<file path="config.mk">
export PLATFORM = sky130hd
export DESIGN_NAME = bcd_updown_counter
export DESIGN_NICKNAME = d
export VERILOG_FILES = /design/src/rtl/bcd_pkg.sv /design/src/rtl/bcd_digit_cell.sv /design/src/rtl/bcd_updown_counter.sv
export SDC_FILE = /design/constraint.sdc
export NUM_CORES = 1
export LEC_CHECK = 0
export ABC_AREA = 1
export CAP_MARGIN = 20
export CORE_ASPECT_RATIO = 1.75
export CORE_MARGIN = 2
export CORE_UTILIZATION = 55
export CTS_BUF_LIST = sky130_fd_sc_hd__clkbuf_2 sky130_fd_sc_hd__clkbuf_4 sky130_fd_sc_hd__clkbuf_8
export CTS_CLUSTER_DIAMETER = 100
export DETAILED_ROUTE_END_ITERATION = 10
export GPL_ROUTABILITY_DRIVEN = 0
export GPL_TIMING_DRIVEN = 0
export PLACE_DENSITY_LB_ADDON = 0.2
export SLEW_MARGIN = 25
export SYNTH_ARGS = -nofsm -noshare
export SYNTH_HDL_FRONTEND = slang
export SYNTH_SLANG_ARGS = --single-unit
</file>
<file path="constraint.sdc">
create_clock -name CLOCK_I -period 3.7 [get_ports CLOCK_I]
set_clock_uncertainty 0.1 [all_clocks]
set_input_delay 0.37 -clock CLOCK_I [delete_from_list [all_inputs] [get_ports CLOCK_I]]
set_output_delay 0.37 -clock CLOCK_I [all_outputs]
set_load 0.01 [all_outputs]
</file>
<file path="src/rtl/bcd_pkg.sv">
// Shared BCD types, limits and helpers for the BCD counter family.
//   bcd_digit_t : one packed BCD digit (4 bits)
//   BCD_MAX/MIN : legal digit range limits
//   is_bcd()    : 1 when a 4-bit value is a legal BCD digit
package bcd_pkg;

  localparam int unsigned BCD_W = 4;

  typedef logic [BCD_W-1:0] bcd_digit_t;

  localparam bcd_digit_t BCD_MAX = 4'd9;
  localparam bcd_digit_t BCD_MIN = 4'd0;

  function automatic logic is_bcd(input bcd_digit_t value);
    return (value <= BCD_MAX);
  endfunction

endpackage

</file>
<file path="src/rtl/bcd_digit_cell.sv">
// Single BCD digit register with clear, sanitised load and up/down step.
// Ports:
//   clk, rst_n          : clock, async active-low reset
//   clear               : synchronous clear to 0 (highest priority)
//   load, load_value    : synchronous load; illegal digits load as 0
//   step_en, up         : step one position in the given direction
//   digit               : registered digit value
//   at_max_c, at_min_c  : combinational flags, digit == 9 / digit == 0
module bcd_digit_cell
  import bcd_pkg::*;
(
  input  logic       clk,
  input  logic       rst_n,
  input  logic       clear,
  input  logic       load,
  input  bcd_digit_t load_value,
  input  logic       step_en,
  input  logic       up,
  output bcd_digit_t digit,
  output logic       at_max_c,
  output logic       at_min_c
);

  assign at_max_c = (digit == BCD_MAX);
  assign at_min_c = (digit == BCD_MIN);

  // Digit register: clear > load > step > hold; wrap keeps the digit in 0..9.
  always_ff @(posedge clk or negedge rst_n) begin
    if (!rst_n) begin
      digit <= BCD_MIN;
    end else if (clear) begin
      digit <= BCD_MIN;
    end else if (load) begin
      digit <= is_bcd(load_value) ? load_value : BCD_MIN;
    end else if (step_en) begin
      if (up) begin
        digit <= at_max_c ? BCD_MIN : bcd_digit_t'(digit + 4'd1);
      end else begin
        digit <= at_min_c ? BCD_MAX : bcd_digit_t'(digit - 4'd1);
      end
    end
  end

endmodule

</file>
<file path="src/rtl/bcd_updown_counter.sv">
// N-digit BCD up/down counter with clear, load, enable and wrap/saturate.
// Ports:
//   CLOCK_I, RESETN_I : clock, async active-low reset
//   CLEAR_I           : synchronous clear (highest priority)
//   LOAD_I            : synchronous parallel load of LOAD_VALUE_I
//   LOAD_VALUE_I      : per-digit load value, digit 0 least significant
//   ENABLE_I          : one step per enabled cycle
//   UP_DOWN_I         : 1 = up, 0 = down
//   BCD_COUNT_O       : registered count, one BCD digit per element
//   TERMINAL_O        : registered wrap / saturation-blocked event flag
//   LOAD_ERROR_O      : registered, last load held a digit > 9
module bcd_updown_counter
  import bcd_pkg::*;
#(
  parameter int unsigned NUM_DIGITS = 4,
  parameter bit          SATURATE   = 1'b0
) (
  input  logic                             CLOCK_I,
  input  logic                             RESETN_I,
  input  logic                             CLEAR_I,
  input  logic                             LOAD_I,
  input  logic [NUM_DIGITS-1:0][BCD_W-1:0] LOAD_VALUE_I,
  input  logic                             ENABLE_I,
  input  logic                             UP_DOWN_I,
  output logic [NUM_DIGITS-1:0][BCD_W-1:0] BCD_COUNT_O,
  output logic                             TERMINAL_O,
  output logic                             LOAD_ERROR_O
);

  logic [NUM_DIGITS-1:0][BCD_W-1:0] count_q;
  logic [NUM_DIGITS-1:0]            at_max;
  logic [NUM_DIGITS-1:0]            at_min;
  logic [NUM_DIGITS-1:0]            carry_en_c;
  logic [NUM_DIGITS-1:0]            borrow_en_c;
  logic [NUM_DIGITS-1:0]            step_en_c;
  logic                             all_max_c;
  logic                             all_min_c;
  logic                             at_limit_c;
  logic                             blocked_c;
  logic                             load_err_c;

  // Ripple enables: a digit steps once every lower digit sits at its limit.
  always_comb begin
    logic carry_acc;
    logic borrow_acc;
    carry_acc   = 1'b1;
    borrow_acc  = 1'b1;
    carry_en_c  = '0;
    borrow_en_c = '0;
    for (int unsigned i = 0; i < NUM_DIGITS; i++) begin
      carry_en_c[i]  = carry_acc;
      borrow_en_c[i] = borrow_acc;
      carry_acc      = carry_acc & at_max[i];
      borrow_acc     = borrow_acc & at_min[i];
    end
    all_max_c = carry_acc;
    all_min_c = borrow_acc;
  end

  // Terminal value depends on the direction of the step being requested.
  assign at_limit_c = UP_DOWN_I ? all_max_c : all_min_c;
  assign blocked_c  = SATURATE ? at_limit_c : 1'b0;

  always_comb begin
    step_en_c = '0;
    for (int unsigned i = 0; i < NUM_DIGITS; i++) begin
      step_en_c[i] = ENABLE_I & ~blocked_c &
                     (UP_DOWN_I ? carry_en_c[i] : borrow_en_c[i]);
    end
  end

  // Any illegal digit in the load word raises the load error.
  always_comb begin
    load_err_c = 1'b0;
    for (int unsigned i = 0; i < NUM_DIGITS; i++) begin
      if (!is_bcd(LOAD_VALUE_I[i])) begin
        load_err_c = 1'b1;
      end
    end
  end

  for (genvar g = 0; g < NUM_DIGITS; g++) begin : g_digit
    bcd_digit_cell u_cell (
      .clk        (CLOCK_I),
      .rst_n      (RESETN_I),
      .clear      (CLEAR_I),
      .load       (LOAD_I),
      .load_value (LOAD_VALUE_I[g]),
      .step_en    (step_en_c[g]),
      .up         (UP_DOWN_I),
      .digit      (count_q[g]),
      .at_max_c   (at_max[g]),
      .at_min_c   (at_min[g])
    );
  end

  assign BCD_COUNT_O = count_q;

  // An enabled step from the limit either wraps or is blocked; both flag TERMINAL_O.
  always_ff @(posedge CLOCK_I or negedge RESETN_I) begin
    if (!RESETN_I) begin
      TERMINAL_O   <= 1'b0;
      LOAD_ERROR_O <= 1'b0;
    end else if (CLEAR_I) begin
      TERMINAL_O   <= 1'b0;
      LOAD_ERROR_O <= 1'b0;
    end else if (LOAD_I) begin
      TERMINAL_O   <= 1'b0;
      LOAD_ERROR_O <= load_err_c;
    end else if (ENABLE_I) begin
      TERMINAL_O   <= at_limit_c;
    end else begin
      TERMINAL_O   <= 1'b0;
    end
  end

endmodule

</file>
Yosys cells after proc, flatten, opt, wreduce, memory -nomap -nowiden
Cells that the tools add are included.
{"block": "word_totals", "reg_bits": 18, "latch_bits": 0, "ram_bits": 0, "mem_bits_ro": 0, "in_bits": 22, "output_inout_bits": 18, "elab_cells": 81, "n_memories": 0}
{"block": "classes", "addsub": 8, "n_mul": 0, "n_div": 0, "order_cmp": 4, "eq_ne": 4, "shifts": 0, "n_mux": 41, "n_bitwise": 9, "n_reduce_logical": 9}
{"operator": "4-bit 2-to-1 mux", "count": 28}
{"operator": "4-bit by 1-bit adder with 4-bit output, second input constant", "count": 4}
{"operator": "4-bit equality test, second input constant", "count": 4}
{"operator": "4-bit less-or-equal comparator, second input constant", "count": 4}
{"operator": "4-bit logical NOT", "count": 4}
{"operator": "4-bit by 1-bit subtractor with 4-bit output, second input constant", "count": 4}
{"operator": "1-bit 2-to-1 mux", "count": 13}
{"operator": "3-bit nonzero test", "count": 4}
{"operator": "1-bit AND", "count": 9}
{"operator": "2-bit nonzero test", "count": 1}

Logic depth before layout (Yosys ltp)
Gate-level depths: netlist of the first run.
{"block": "logic_depth", "word_depth": 8, "depth_mapped": 11, "ltp_nobuf": 11}

Hierarchy
From an unflattened synthesis of the first run, not the netlist that was laid out.
{"block": "hier_totals", "cells_unflattened": 279, "hier_area_um2": 1591.5}
{"mod": "bcd_digit_cell", "n_inst": 4, "cells_per_inst": 62, "area_per_inst_um2": 352.8, "seq_area_each_um2": 100.1}
{"mod": "bcd_updown_counter", "n_inst": 1, "cells_per_inst": 31, "area_per_inst_um2": 180.2, "seq_area_each_um2": 50.0}

Worst setup path before layout of the first run
OpenSTA, ideal clock, no wires.
{"block": "synth_timing", "path_type": "register to register", "from": "reg g_digit[1].u_cell.digit[0]", "to": "reg g_digit[2].u_cell.digit[3]", "setup_ns": 0.117, "t_arrival_ns": 1.427, "required_time_ns": 3.483, "path_slack_ns": 2.055, "path_stages_with_launch": 12, "n_path_buf": 0, "synth_period_minus_slack_ns": 1.645, "path_cell_list": "dfrtp_1 inv_1 ha_1 nand2_1 nor2_1 nor2_1 nor2_2 nand2_1 nand2_2 inv_1 nand2_1 nand2_1"}
{"block": "synth_via", "elab_chain_len": 5, "elab_cells_between_ends": 7, "classes_between": "eq/ne (1); mux (1); bitwise (3); reduce/logical (2)"}
{"element": "start, declared", "line": "bcd_digit_cell.sv:19", "rtl": "output bcd_digit_t digit,"}
{"element": "start signal, assigned", "line": "bcd_digit_cell.sv:34", "rtl": "digit <= is_bcd(load_value) ? load_value : BCD_MIN;"}
{"element": "start signal, assigned", "line": "bcd_digit_cell.sv:37", "rtl": "digit <= at_max_c ? BCD_MIN : bcd_digit_t'(digit + 4'd1);"}
{"element": "start signal, assigned", "line": "bcd_digit_cell.sv:39", "rtl": "digit <= at_min_c ? BCD_MAX : bcd_digit_t'(digit - 4'd1);"}
{"element": "4-bit equality test / 4-bit logical NOT (equally long branches)", "line": "bcd_digit_cell.sv:24, bcd_digit_cell.sv:25"}
{"element": "1-bit AND (on tied branches)", "line": "bcd_updown_counter.sv:53, bcd_updown_counter.sv:54"}
{"element": "1-bit 2-to-1 mux (*)", "line": "bcd_updown_counter.sv:68", "rtl": "(UP_DOWN_I ? carry_en_c[i] : borrow_en_c[i]);"}
{"element": "1-bit AND (*)", "line": "bcd_updown_counter.sv:67", "rtl": "step_en_c[i] = ENABLE_I & ~blocked_c &"}
{"element": "3-bit nonzero test (no source line) (*)"}
{"element": "end signal, assigned", "line": "bcd_digit_cell.sv:34"}
{"element": "end signal, assigned", "line": "bcd_digit_cell.sv:37"}
{"element": "end signal, assigned", "line": "bcd_digit_cell.sv:39"}
{"element": "end, declared", "line": "bcd_digit_cell.sv:19"}
Every way passes the cells marked *; elsewhere a longest branch is shown, timed or not.
A chain may end at the register's enable or synchronous reset.

Worst setup path in the final report of the first run
{"block": "layout_timing", "from": "in UP_DOWN_I", "to": "reg g_digit[1].u_cell.digit[1]"}
{"block": "layout_via", "elab_chain_len": 4, "elab_cells_between_ends": 7, "classes_between": "mux (5); bitwise (1); reduce/logical (1)"}
{"element": "start, declared", "line": "bcd_updown_counter.sv:24", "rtl": "input logic UP_DOWN_I,"}
{"element": "4-bit 2-to-1 mux", "line": "bcd_digit_cell.sv:36", "rtl": "if (up) begin"}
{"element": "4-bit 2-to-1 mux", "line": "bcd_digit_cell.sv:35", "rtl": "end else if (step_en) begin"}
{"element": "4-bit 2-to-1 mux", "line": "bcd_digit_cell.sv:33", "rtl": "end else if (load) begin"}
{"element": "4-bit 2-to-1 mux", "line": "bcd_digit_cell.sv:31", "rtl": "end else if (clear) begin"}
Several ways; a longest one is shown, not always the timed one. The select of a mux whose other input is x is not followed.

==> results of run 1 <==
==> per-stage QoR <==
| stage | hold slack, ns | cell area [sq um] | util (%) |
|---|---|---|---|
| after floorplan | -0.02559 | 1767 | - |
| after global placement | 0.4854 | 2191 | 70.49 |
| after detailed placement | 0.4924 | 2191 | 70.49 |
| after CTS | 0.4864 | 2232 | 71.82 |
| after global routing | 0.5422 | 2232 | 71.82 |
| final | 0.4934 | 2232 | 71.82 |
==> Yosys cell counts, types with 2 or more instances <==
master,instances,area [sq um]
o21ai_1,4,20.02
a21oi_1,16,80.08
nor2_1,16,60.06
nand3_1,49,245.2
dfrtp_1,18,450.4
nand2_1,68,255.2
ha_1,13,162.7
nand2_2,2,12.51
buf_2,5,25.02
o211ai_1,5,37.54
clkbuf_1,2,7.510
a31oi_1,3,18.77
o21ai_0,20,100.1
nand4_1,7,43.79
nor2_2,2,12.51
inv_1,24,90.09
nor3_1,2,10.01
inv_2,5,18.77
xor2_1,2,17.52
nand3b_1,2,15.01
==> cells in the final DEF, fill, tap and decap left out, drive strengths merged, types with 7 or more instances in the layout <==
cell and count:
inv 29, clkdlybuf4s50 37, nor2 20, nand4 7, ha 13, a21oi 16, nand2 70, nand3 50
o21ai 25, dfrtp 18
==> final cells by class <==
class | instances | share of cell area [%]
multi-input cells | 219 | 52.47
flip-flops and latches | 18 | 20.18
repair buffers | 37 | 16.59
inverters | 30 | 5.045
well taps | 43 | 2.410
clock buffers | 3 | 1.850
plain buffers | 7 | 1.457
==> state kept, by name (all words and copies together) (netlist names) <==
register,count
g_digit.u_cell.digit,16
TERMINAL_O,1
LOAD_ERROR_O,1
==> how the worst max path moves through the flow <==
stage / slack, ns / endpoint
3_3_place_gp: 1.63 / g_digit[1].u_cell.digit[1]$_DFFE_PN0P_
4_1_cts: 1.87 / g_digit[3].u_cell.digit[0]$_DFFE_PN0P_
2_1_floorplan: 2.06 / g_digit[2].u_cell.digit[3]$_DFFE_PN0P_
5_1_grt: 1.67 / g_digit[3].u_cell.digit[0]$_DFFE_PN0P_
6_report: 1.86 / g_digit[1].u_cell.digit[1]$_DFFE_PN0P_
3_5_place_dp: 1.63 / g_digit[1].u_cell.digit[1]$_DFFE_PN0P_
==> where the power goes <==
group / total (mW) / switching (mW) / internal [mW]
clock network: 0.133 / 0.0612 / 0.0721
logic: 0.289 / 0.163 / 0.126
registers: 0.249 / 0.0324 / 0.216
total: 0.671 / 0.257 / 0.414
==> worst min-delay path, delay by kind of cell <==
kind,cells,cell delay (ns)
buffers and inverters,1,0.24
AOI/OAI and AO/OA,2,0.13
and+or+nand+nor,1,0.06
==> metal layers <==
| layer | track usage [%] | wire length, um | vias to the layer above |
|---|---|---|---|
| met5 | 0 | 0 | - |
| met4 | 9.444 | 109 | 0 |
| met3 | 1.818 | 181 | 13 |
| met2 | 51.92 | 2612 | 61 |
| met1 | 35.67 | 1955 | 923 |
| li1 | - | - | 1013 |
==> cell families (layout without fill, tap and decap cells) <==
logic type               count (synthesis)  after routing  synth area share (%)
flip-flops                              18             18                 25.50
XOR/XNOR                                 2              2                0.9917
AO/OA/AOI/OAI                           53             53                 16.72
buffers and inverters                   37             77                 8.215
AND/OR/NAND/NOR                        151            151                 39.38
adder cells (fa/ha/maj)                 13             13                 9.207
==> key figures, run 1 <==
Status
  • Status: completed

Min path
  • Hold EP: g_digit[1].u_cell.digit[2]$_DFFE_PN0P_
  • Cells on Worst Hold Path: 4
  • Hold Crit Class: input port to flip-flop
  • Hold wc startpoint: CLEAR_I

Logic synthesis
  • Synth Instances: 274
  • Cell Area, Synth: 1767 sq um
  • Avg Inst Size Synth: 6.448 sq um
  • Synthesis-stage register bit count: 18
  • Syn Nets: 309
  • Seq/Total Area, Yosys: 25.50%
  • FFs w/ async S/R, synth: 100.0%
  • Yosys warns: 0
  • Count of flip-flops with a built-in enable after synthesis: 0
  • Post-synth top flop: dfrtp_1
  • Synth unique cells: 29

Route
  • First-pass DRT Iterations: 4
  • Total routed wirelength: ~4900 um
  • DRC viols: 0
  • Wire per inst: 13.61 um
  • Antenna viol nets, final: 0
  • Via count: 2,010
  • DR vias/cell: 5.630
  • Starting DRT DRC Count: 99

Global routing
  • Gr ovfl total: 0
  • Initial antenna violation count: 0
  • Vias in the first global route: 1,927
  • First-pass GRT wire length: 8362 um
  • GRT Util Overall: 29.35%
  • Largest net degree at the start of global routing: 19

STA
  • Clock period minus worst slack: 1.841 ns
  • RSZ-0062 raised after global routing: false
  • PnR worst setup slack: around 1.9 ns
  • Final hold vios: 0
  • Worst Tran Pin Value: 0.8744 ns
  • Rel. slew slack: 41.52%
  • FMAX: 0.5432 GHz
  • Final setup violation count: 0
  • Slew Viols, Final: 0
  • TNS Setup: 0 ns
  • Final worst path period share: 49.75%

Floorplan
  • Top Ports: 40
  • # rows: 27
  • Core area: around 3100 sq um
  • Initial Util: 56.84%
  • Chip Width: approximately 47 um
  • Die ar.: 3700 sq um
  • Die height: 78.98 um

Setup path
  • WP depth: 8
  • Setup CP Type: input port to flip-flop
  • Reg-to-reg endpoint: g_digit[3].u_cell.digit[0]$_DFFE_PN0P_
  • Cell family with most CP delay: buffers and inverters
  • Worst-path fanout max: 7
  • Setup crit start kind: input port
  • Critical Path Max Stage Delay: 0.64 ns
  • Arrival time at the worst endpoint: ~1.9 ns
  • Critical path buffer and inverter count: 3
  • CP max-delay cell: clkdlybuf4s50_1
  • CP Capture Type: flip-flop
  • Worst setup path start: UP_DOWN_I
  • Reg-to-Reg Start: g_digit[1].u_cell.digit[0]$_DFFE_PN0P_
  • CP Data Required Time: 3.73 ns
  • R2r setup slk: between 1.5 and 2 ns
  • Worst Reg-to-Reg Cells: 10
  • CP cell instances: clkdlybuf4s50_1 > inv_2 > nand3_1 > nand2_1 > o21ai_2 > inv_2 > nand3_1 > o21ai_1

CTS
  • Cts repair resizes: 0
  • Clock sink total: 18
  • # H-tree levels: 1
  • CTS root buf: clkbuf_8
  • Worst-path clk slew: 0.07 ns
  • CTS buffer count: 3
  • CTS tree: done
  • CTS Hold Bufs: 0
  • Later-pin clock latency in the skew report: 0.24 ns
  • Setup bufs post-CTS: 0
  • Number of buffers on the longest clock path: 2

Place
  • Dpl cells: 354
  • DP HPWL: 3788 um
  • IO Port Bufs: 37
  • Worst slack, placed: between 1.5 and 2 ns

Power
  • Power, Total: 0.6710 mW
  • Worst VDD drop: 0.2407 mV
  • Leakage power: between 1 and 1.5 nW
  • PwrDens: 300.6 nW/um^2

Final layout
  • Seq. cell area: ~450 sq um
  • N_diodes: 0
  • Nets: between 300 and 400
  • Area of the multi-input gates: 1171 sq um
  • Area growth syn-to-layout: 26.35%
  • FILL cells: 288
  • Non-Filler Instances: around 360
  • Layout cells sized above 1: 6.688%

Job
  • Max-cap violations: 0
(Power assumes the default switching activity.)
==> inputs of run 2 (changes only) <==
--- a/config.mk
+++ b/config.mk
@@ -9,7 +9,7 @@
 export CAP_MARGIN = 20
 export CORE_ASPECT_RATIO = 1.75
 export CORE_MARGIN = 2
-export CORE_UTILIZATION = 55
+export CORE_UTILIZATION = 52
 export CTS_BUF_LIST = sky130_fd_sc_hd__clkbuf_2 sky130_fd_sc_hd__clkbuf_4 sky130_fd_sc_hd__clkbuf_8
 export CTS_CLUSTER_DIAMETER = 100
 export DETAILED_ROUTE_END_ITERATION = 10
==> constraint.sdc (replaced) <==
create_clock -name CLOCK_I -period 1.8 [get_ports CLOCK_I]
set_clock_uncertainty 0.1 [all_clocks]
set_input_delay 0.18 -clock CLOCK_I [delete_from_list [all_inputs] [get_ports CLOCK_I]]
set_output_delay 0.18 -clock CLOCK_I [all_outputs]
set_load 0.01 [all_outputs]
==> key figures, run 2 (synthesis gave the netlist of run 1 again) <==
Status
  • Status: completed

Min path
  • Hold Crit Class: input port to flip-flop

Route
  • DR vias/cell: 5.745 (+2.0%)
  • Via count: 2,097 (+4.3%)
  • Total routed wirelength: 5250 um (+8.0%)
  • First-pass DRT Iterations: 4 (unchanged)
  • Wire per inst: 14.38 um (+5.7%)
  • Antenna viol nets, final: 0 (unchanged)
  • DRC viols: 0 (unchanged)
  • Starting DRT DRC Count: 115 (+16%)

Final layout
  • Nets: 356 (+1.4%)
  • N_diodes: 0 (unchanged)
  • Commonest non-fill, non-tap cell in the layout: nand2_1
  • Area growth syn-to-layout: 33.00%
  • Final Cell Area: 2350 sq um (+5.3%)
  • Non-Filler Instances: 365 (+2.2%)
  • Area of the multi-input gates: 1225 sq um (+4.6%)
  • FILL cells: 292 (+1.4%)
  • Final core occ: 70.60% (-1.2 points)
  • Seq. cell area: 457.9 sq um (+1.7%)
  • Largest registers: g_digit.u_cell.digit x16, LOAD_ERROR_O x1, TERMINAL_O x1
  • Largest Register: g_digit.u_cell.digit
  • Layout cells sized above 1: 15.63% (+8.9 points)
  • Max reg flops: 16 (unchanged)
  • Most frequent cells in the layout: nand2_1, nand3_1, clkdlybuf4s50_1

STA
  • FMAX: 0.5767 GHz
  • TNS Setup: 0 ns (unchanged)
  • Final hold vios: 0 (unchanged)
  • Final setup violation count: 0 (unchanged)
  • Rel. slew slack: 37.94% (-3.6 points)
  • Worst Tran Pin Value: 0.9280 ns (+0.05362 ns)
  • Final worst path period share: 96.34%
  • Slew Viols, Final: 0 (unchanged)
  • Clock period minus worst slack: between 1.5 and 2 ns

Floorplan
  • Initial Util: 53.08% (-3.8 points)
  • # rows: 28 (+3.7%)
  • Chip Width: 48.06 um (+2.6%)
  • Die height: 81.11 um (+2.7%)
  • Top Ports: 40 (unchanged)
  • Die ar.: 3898 sq um (+5.4%)
  • Core area: 3328 sq um (+7.1%)

CTS
  • CTS tree: done
  • CTS root buf: clkbuf_8
  • Clock sink total: 18 (unchanged)
  • Worst-path clk slew: 0.07 ns (about the same)
  • # H-tree levels: 1 (unchanged)
  • CTS buffer count: 3 (unchanged)
  • Later-pin clock latency in the skew report: 0.26 ns (+0.02 ns)
  • Number of buffers on the longest clock path: 2 (unchanged)
  • CTS Hold Bufs: 0 (unchanged)

Power
  • Switching part of the total: 38.42% (+0.12 points)
  • PwrDens: 647.8 nW/um^2 (+120%)
  • Pint: 0.9374 mW (+130%)
  • Leakage power: 1.076 nW (+2.2%)
  • Net switching power: 0.5848 mW (+130%)
  • Seq pwr share: 33.5% (-3.6 points)
  • Worst VDD drop: 0.4721 mV (+96%)
  • Clock Power Share: 22.7% (+2.8 points)
  • Logic pwr share: 43.8% (+0.7 points)
  • Power, Total: 1.522 mW (+130%)

Place
  • IO Port Bufs: 37 (unchanged)
  • Dpl cells: 356 (+0.56%)
  • Post-DP Area: 2193 sq um (+0.11%)
  • DP HPWL: 3869 um (+2.1%)

Global routing
  • Initial antenna violation count: 0 (unchanged)
  • Vias in the first global route: 1,938 (+0.57%)
  • First-pass GRT wire length: 8162 um (-2.4%)
  • Largest net degree at the start of global routing: 19 (unchanged)
  • Gr ovfl total: 0 (unchanged)
  • GRT Util Overall: 28.46% (-0.89 points)

Setup path
  • CP Capture Type: flip-flop
  • Setup CP Type: flip-flop to flip-flop
  • CP Data Required Time: 1.86 ns (-1.87 ns)
  • Arrival time at the worst endpoint: 1.79 ns (-0.08 ns)
  • Setup crit start kind: flip-flop
  • Worst-path fanout max: 7 (unchanged)

Job
  • Max-cap violations: 0 (unchanged)
run 2: path summary, 6_finish.rpt:
check | cells after the start | slack [ns] | endpoint | startpoint
worst max register to register | 11 | 0.07 | g_digit[2].u_cell.digit[3]$_DFFE_PN0P_ | g_digit[1].u_cell.digit[0]$_DFFE_PN0P_
worst max-delay path | 11 | 0.07 | g_digit[2].u_cell.digit[3]$_DFFE_PN0P_ | g_digit[1].u_cell.digit[0]$_DFFE_PN0P_
worst min register to register | 2 | 0.48 | g_digit[2].u_cell.digit[1]$_DFFE_PN0P_ | g_digit[2].u_cell.digit[1]$_DFFE_PN0P_
min in group asynchronous | 1 | 0.34 | g_digit[2].u_cell.digit[3]$_DFFE_PN0P_ | RESETN_I
worst min-delay path | 5 | 0.29 | g_digit[2].u_cell.digit[1]$_DFFE_PN0P_ | LOAD_I
max in group asynchronous | 1 | 0.64 | g_digit[1].u_cell.digit[1]$_DFFE_PN0P_ | RESETN_I
run 2: per-layer routing:
metal / part of all wire, % / wire length (um) / global-route usage, %
met5: 0 / 0 / 0
met4: 2.7 / 140 / 12.16
met3: 4.2 / 222 / 4.000
met2: 55 / 2900 / 51.60
met1: 38 / 1988 / 30.39
run 2: area by class of cell:
type                       count  share of cell area, %
clock buffer                   4                  2.343
inverter                      30                  4.899
buffer                         7                  1.384
tap                           45                  2.396
timing repair buffer          42                  17.36
sequential                    18                  19.49
multi-input combinational    219                  52.13
run 2: power by group through the flow:
stage	sequential (mW)	combinational, mW	clock (mW)
6_report	0.510	0.666	0.346
5_1_grt	0.517	0.745	0.369
4_1_cts	0.510	0.599	0.352
3_5_place_dp	0.516	0.589	0
3_3_place_gp	0.515	0.576	0
2_1_floorplan	0.522	0.350	0
run 2: through the flow:
stage | setup slack [ns] | hold WS (ns)
2_1_floorplan | 0.1552 | -0.2156
3_3_place_gp | -0.07558 | 0.4805
3_5_place_dp | -0.06356 | 0.4856
4_1_cts | 0.01687 | 0.2904
5_1_grt | -0.04722 | 0.3219
6_report | 0.06595 | 0.2929
run 2: worst max-delay path, stage by stage, from the launching register on:
cell	delay (ns)
dfrtp_2	0.45
inv_4	0.09
ha_4	0.14
nand2_1	0.07
nor2_2	0.13
nor2_2	0.07
nor2_2	0.19
nand2_1	0.09
nand2_2	0.14
inv_2	0.05
nand2_1	0.05
nand2_1	0.05
run 2: timing repair:
item                       CTS  global route
setup endpoints to repair    8            12
gates cloned                 0             0
pin swaps                    1             4
resized for setup            6            21
setup buffers                0             5
==> inputs of run 3 (changes only) <==
--- a/config.mk
+++ b/config.mk
@@ -6,7 +6,7 @@
 export NUM_CORES = 1
 export LEC_CHECK = 0
 export ABC_AREA = 1
-export CAP_MARGIN = 20
+export CAP_MARGIN = 5
 export CORE_ASPECT_RATIO = 1.75
 export CORE_MARGIN = 2
 export CORE_UTILIZATION = 52
@@ -16,6 +16,7 @@
 export GPL_ROUTABILITY_DRIVEN = 0
 export GPL_TIMING_DRIVEN = 0
 export PLACE_DENSITY_LB_ADDON = 0.2
+export SKIP_CTS_REPAIR_TIMING = 1
 export SLEW_MARGIN = 25
 export SYNTH_ARGS = -nofsm -noshare
 export SYNTH_HDL_FRONTEND = slang
==> key figures, run 3 (synthesis gave the netlist of run 1 again) <==
Status
  • Status: completed

STA
  • Rel. slew slack: 38.47% (+0.54 points)
  • Final setup violation count: 0 (unchanged)
  • PnR worst setup slack: 0.07334 ns (+0.007389 ns)
  • FMAX: 0.5792 GHz (+0.43%)
  • Final hold vios: 0 (unchanged)
  • Worst Tran Pin Value: 0.9200 ns (-0.008039 ns)
  • Final worst path period share: 95.93% (-0.41 points)
  • Slew Viols, Final: 0 (unchanged)
  • Clock period minus worst slack: 1.727 ns (-0.007389 ns)

Setup path
  • Worst Reg-to-Reg Cells: 9 (-2)
  • Reg-to-Reg Start: g_digit[1].u_cell.digit[1]$_DFFE_PN0P_
  • Reg-to-reg endpoint: g_digit[2].u_cell.digit[3]$_DFFE_PN0P_
  • Worst-path fanout max: 7 (unchanged)
  • R2r setup slk: 0.07 ns (about the same)
  • Setup crit start kind: flip-flop
  • CP cell instances: inv_2 > ha_1 > nand3_1 > o21ai_2 > nand2_1 > nand2_2 > inv_1 > nand2_1 > nand2_1
  • Cell family with most CP delay: simple AND/OR/NAND/NOR gates
  • CP Data Required Time: 1.86 ns (about the same)
  • Arrival time at the worst endpoint: 1.78 ns (about the same)
  • CP max-delay cell: dfrtp_2
  • Critical Path Max Stage Delay: 0.41 ns (-0.04 ns)
  • Critical path buffer and inverter count: 2 (unchanged)
  • Cell mode on critical path: nand2_1
  • CP Capture Type: flip-flop
  • Setup CP Type: flip-flop to flip-flop

Floorplan
  • # rows: 28 (unchanged)
  • Top Ports: 40 (unchanged)
  • Core area: 3328 sq um (unchanged)
  • Die ar.: 3898 sq um (unchanged)
  • Initial Util: 53.08% (unchanged)
  • Chip Width: 48.06 um (unchanged)
  • Die height: 81.11 um (unchanged)

Final layout
  • Largest Register: g_digit.u_cell.digit
  • Nets: 358 (+0.56%)
  • N_diodes: 0 (unchanged)
  • Most frequent cells in the layout: nand2_1, nand3_1, clkdlybuf4s50_1
  • Area growth syn-to-layout: 33.78%
  • Max reg flops: 16 (unchanged)
  • Commonest non-fill, non-tap cell in the layout: nand2_1
  • Largest registers: g_digit.u_cell.digit x16, LOAD_ERROR_O x1, TERMINAL_O x1
  • Layout cells sized above 1: 15.84% (+0.21 points)
  • Final core occ: 71.02% (+0.41 points)

Place
  • DP HPWL: 3869 um (unchanged)
  • IO Port Bufs: 37 (unchanged)
  • Worst slack, placed: -0.06356 ns (unchanged)

Global routing
  • Largest net degree at the start of global routing: 19 (unchanged)
  • GRT Util Overall: 28.46% (unchanged)
  • Vias in the first global route: 1,938 (unchanged)
  • Met1 GRT Util: 30.39% (unchanged)
  • Initial antenna violation count: 0 (unchanged)
  • First-pass GRT wire length: 8162 um (unchanged)
  • GR Util met3: 4.000% (unchanged)
  • Global routing's busiest layer: met2
  • Gr ovfl total: 0 (unchanged)
  • Met2 usage: 51.60% (unchanged)

Route
  • Total routed wirelength: 5252 um (about the same)
  • Starting DRT DRC Count: 91 (-21%)
  • Via count: 2,104 (+0.33%)
  • First-pass DRT Iterations: 5 (+1)
  • Antenna viol nets, final: 0 (unchanged)
  • DRC viols: 0 (unchanged)
  • Wire per inst: 14.31 um (-0.51%)
  • DR vias/cell: 5.733 (-0.21%)

Min path
  • Hold wc startpoint: LOAD_I
  • Cells on Worst Hold Path: 5 (unchanged)
  • Hold EP: g_digit[2].u_cell.digit[1]$_DFFE_PN0P_
  • Hold Crit Class: input port to flip-flop

CTS
  • Number of buffers on the longest clock path: 2 (unchanged)
  • Later-pin clock latency in the skew report: 0.26 ns (about the same)
  • CTS tree: done
  • CTS buffer count: 3 (unchanged)
  • # H-tree levels: 1 (unchanged)
  • CTS root buf: clkbuf_8
  • Clock sink total: 18 (unchanged)
  • Worst-path clk slew: 0.07 ns (about the same)

Power
  • Leakage power: 1.084 nW (+0.76%)
  • Seq pwr share: 33.5% (about the same)
  • Net switching power: 0.5843 mW (about the same)
  • Clock Power Share: 22.7% (about the same)
  • Logic pwr share: 43.8% (about the same)
  • Pint: 0.9399 mW (+0.27%)
  • Worst VDD drop: 0.4623 mV (-2.1%)
  • PwrDens: 644.9 nW/um^2 (-0.45%)
  • Switching part of the total: 38.33% (-0.085 points)

Job
  • Max-cap violations: 0 (unchanged)
[run 3: power groups by stage]
stage	sequential [mW]	combinational, mW	clock, mW
after floorplan	0.522	0.350	0
after global placement	0.515	0.576	0
after detailed placement	0.516	0.589	0
after CTS	0.508	0.594	0.352
after global routing	0.517	0.747	0.369
final	0.511	0.668	0.345
[run 3: area by class of cell]
class	instances	area [sq um]
Tap cell	45	56.30
Timing Repair Buffer	44	422.9
Sequential cell	18	459.2
Clock buffer	4	55.05
Multi-Input combinational cell	219	1222
Fill cell	295	964.7
Buffer	7	32.53
Inverter	30	115.1
[run 3: metrics by stage]
step	cells	setup TNS [ns]	hold WS (ns)	power, mW	instance area, sq um
after CTS	360	-0.2657	0.2904	1.454	2248
after global routing	367	-0.08909	0.3222	1.634	2364
after global placement	356	-0.3164	0.4805	1.091	2193
after floorplan	274	0	-0.2156	0.8726	1767
after detailed placement	356	-0.3306	0.4856	1.105	2193
final	367	0	0.2917	1.524	2364
[run 3: worst min-delay path, cell delays in order]
cell and delay (ns):
buf_2 0.18, nand3_1 0.11, nand2_1 0.05, nand3_1 0.06, nand2_1 0.05
[run 3: layer usage]
layer | part of all wire (%) | up-vias | wire [um]
met5 | 0 | - | 0
met4 | 2.9 | 0 | 153
met3 | 3.9 | 19 | 203
met2 | 55 | 74 | 2885
met1 | 38 | 988 | 2009
li1 | - | 1023 | -
[run 3: how the worst max path moves through the flow]
| stage | startpoint | to | slack (ns) | cells past startpoint |
|---|---|---|---|---|
| after detailed placement | g_digit[1].u_cell.digit[0]$_DFFE_PN0P_ | g_digit[3].u_cell.digit[2]$_DFFE_PN0P_ | -0.06 | 10 |
| after global routing | g_digit[1].u_cell.digit[0]$_DFFE_PN0P_ | g_digit[2].u_cell.digit[3]$_DFFE_PN0P_ | -0.04 | 11 |
| after floorplan | g_digit[1].u_cell.digit[0]$_DFFE_PN0P_ | g_digit[2].u_cell.digit[3]$_DFFE_PN0P_ | 0.16 | 11 |
| after CTS | g_digit[1].u_cell.digit[0]$_DFFE_PN0P_ | g_digit[3].u_cell.digit[2]$_DFFE_PN0P_ | -0.07 | 10 |
| final | g_digit[1].u_cell.digit[1]$_DFFE_PN0P_ | g_digit[2].u_cell.digit[3]$_DFFE_PN0P_ | 0.07 | 9 |
| after global placement | UP_DOWN_I | g_digit[1].u_cell.digit[1]$_DFFE_PN0P_ | -0.08 | 8 |
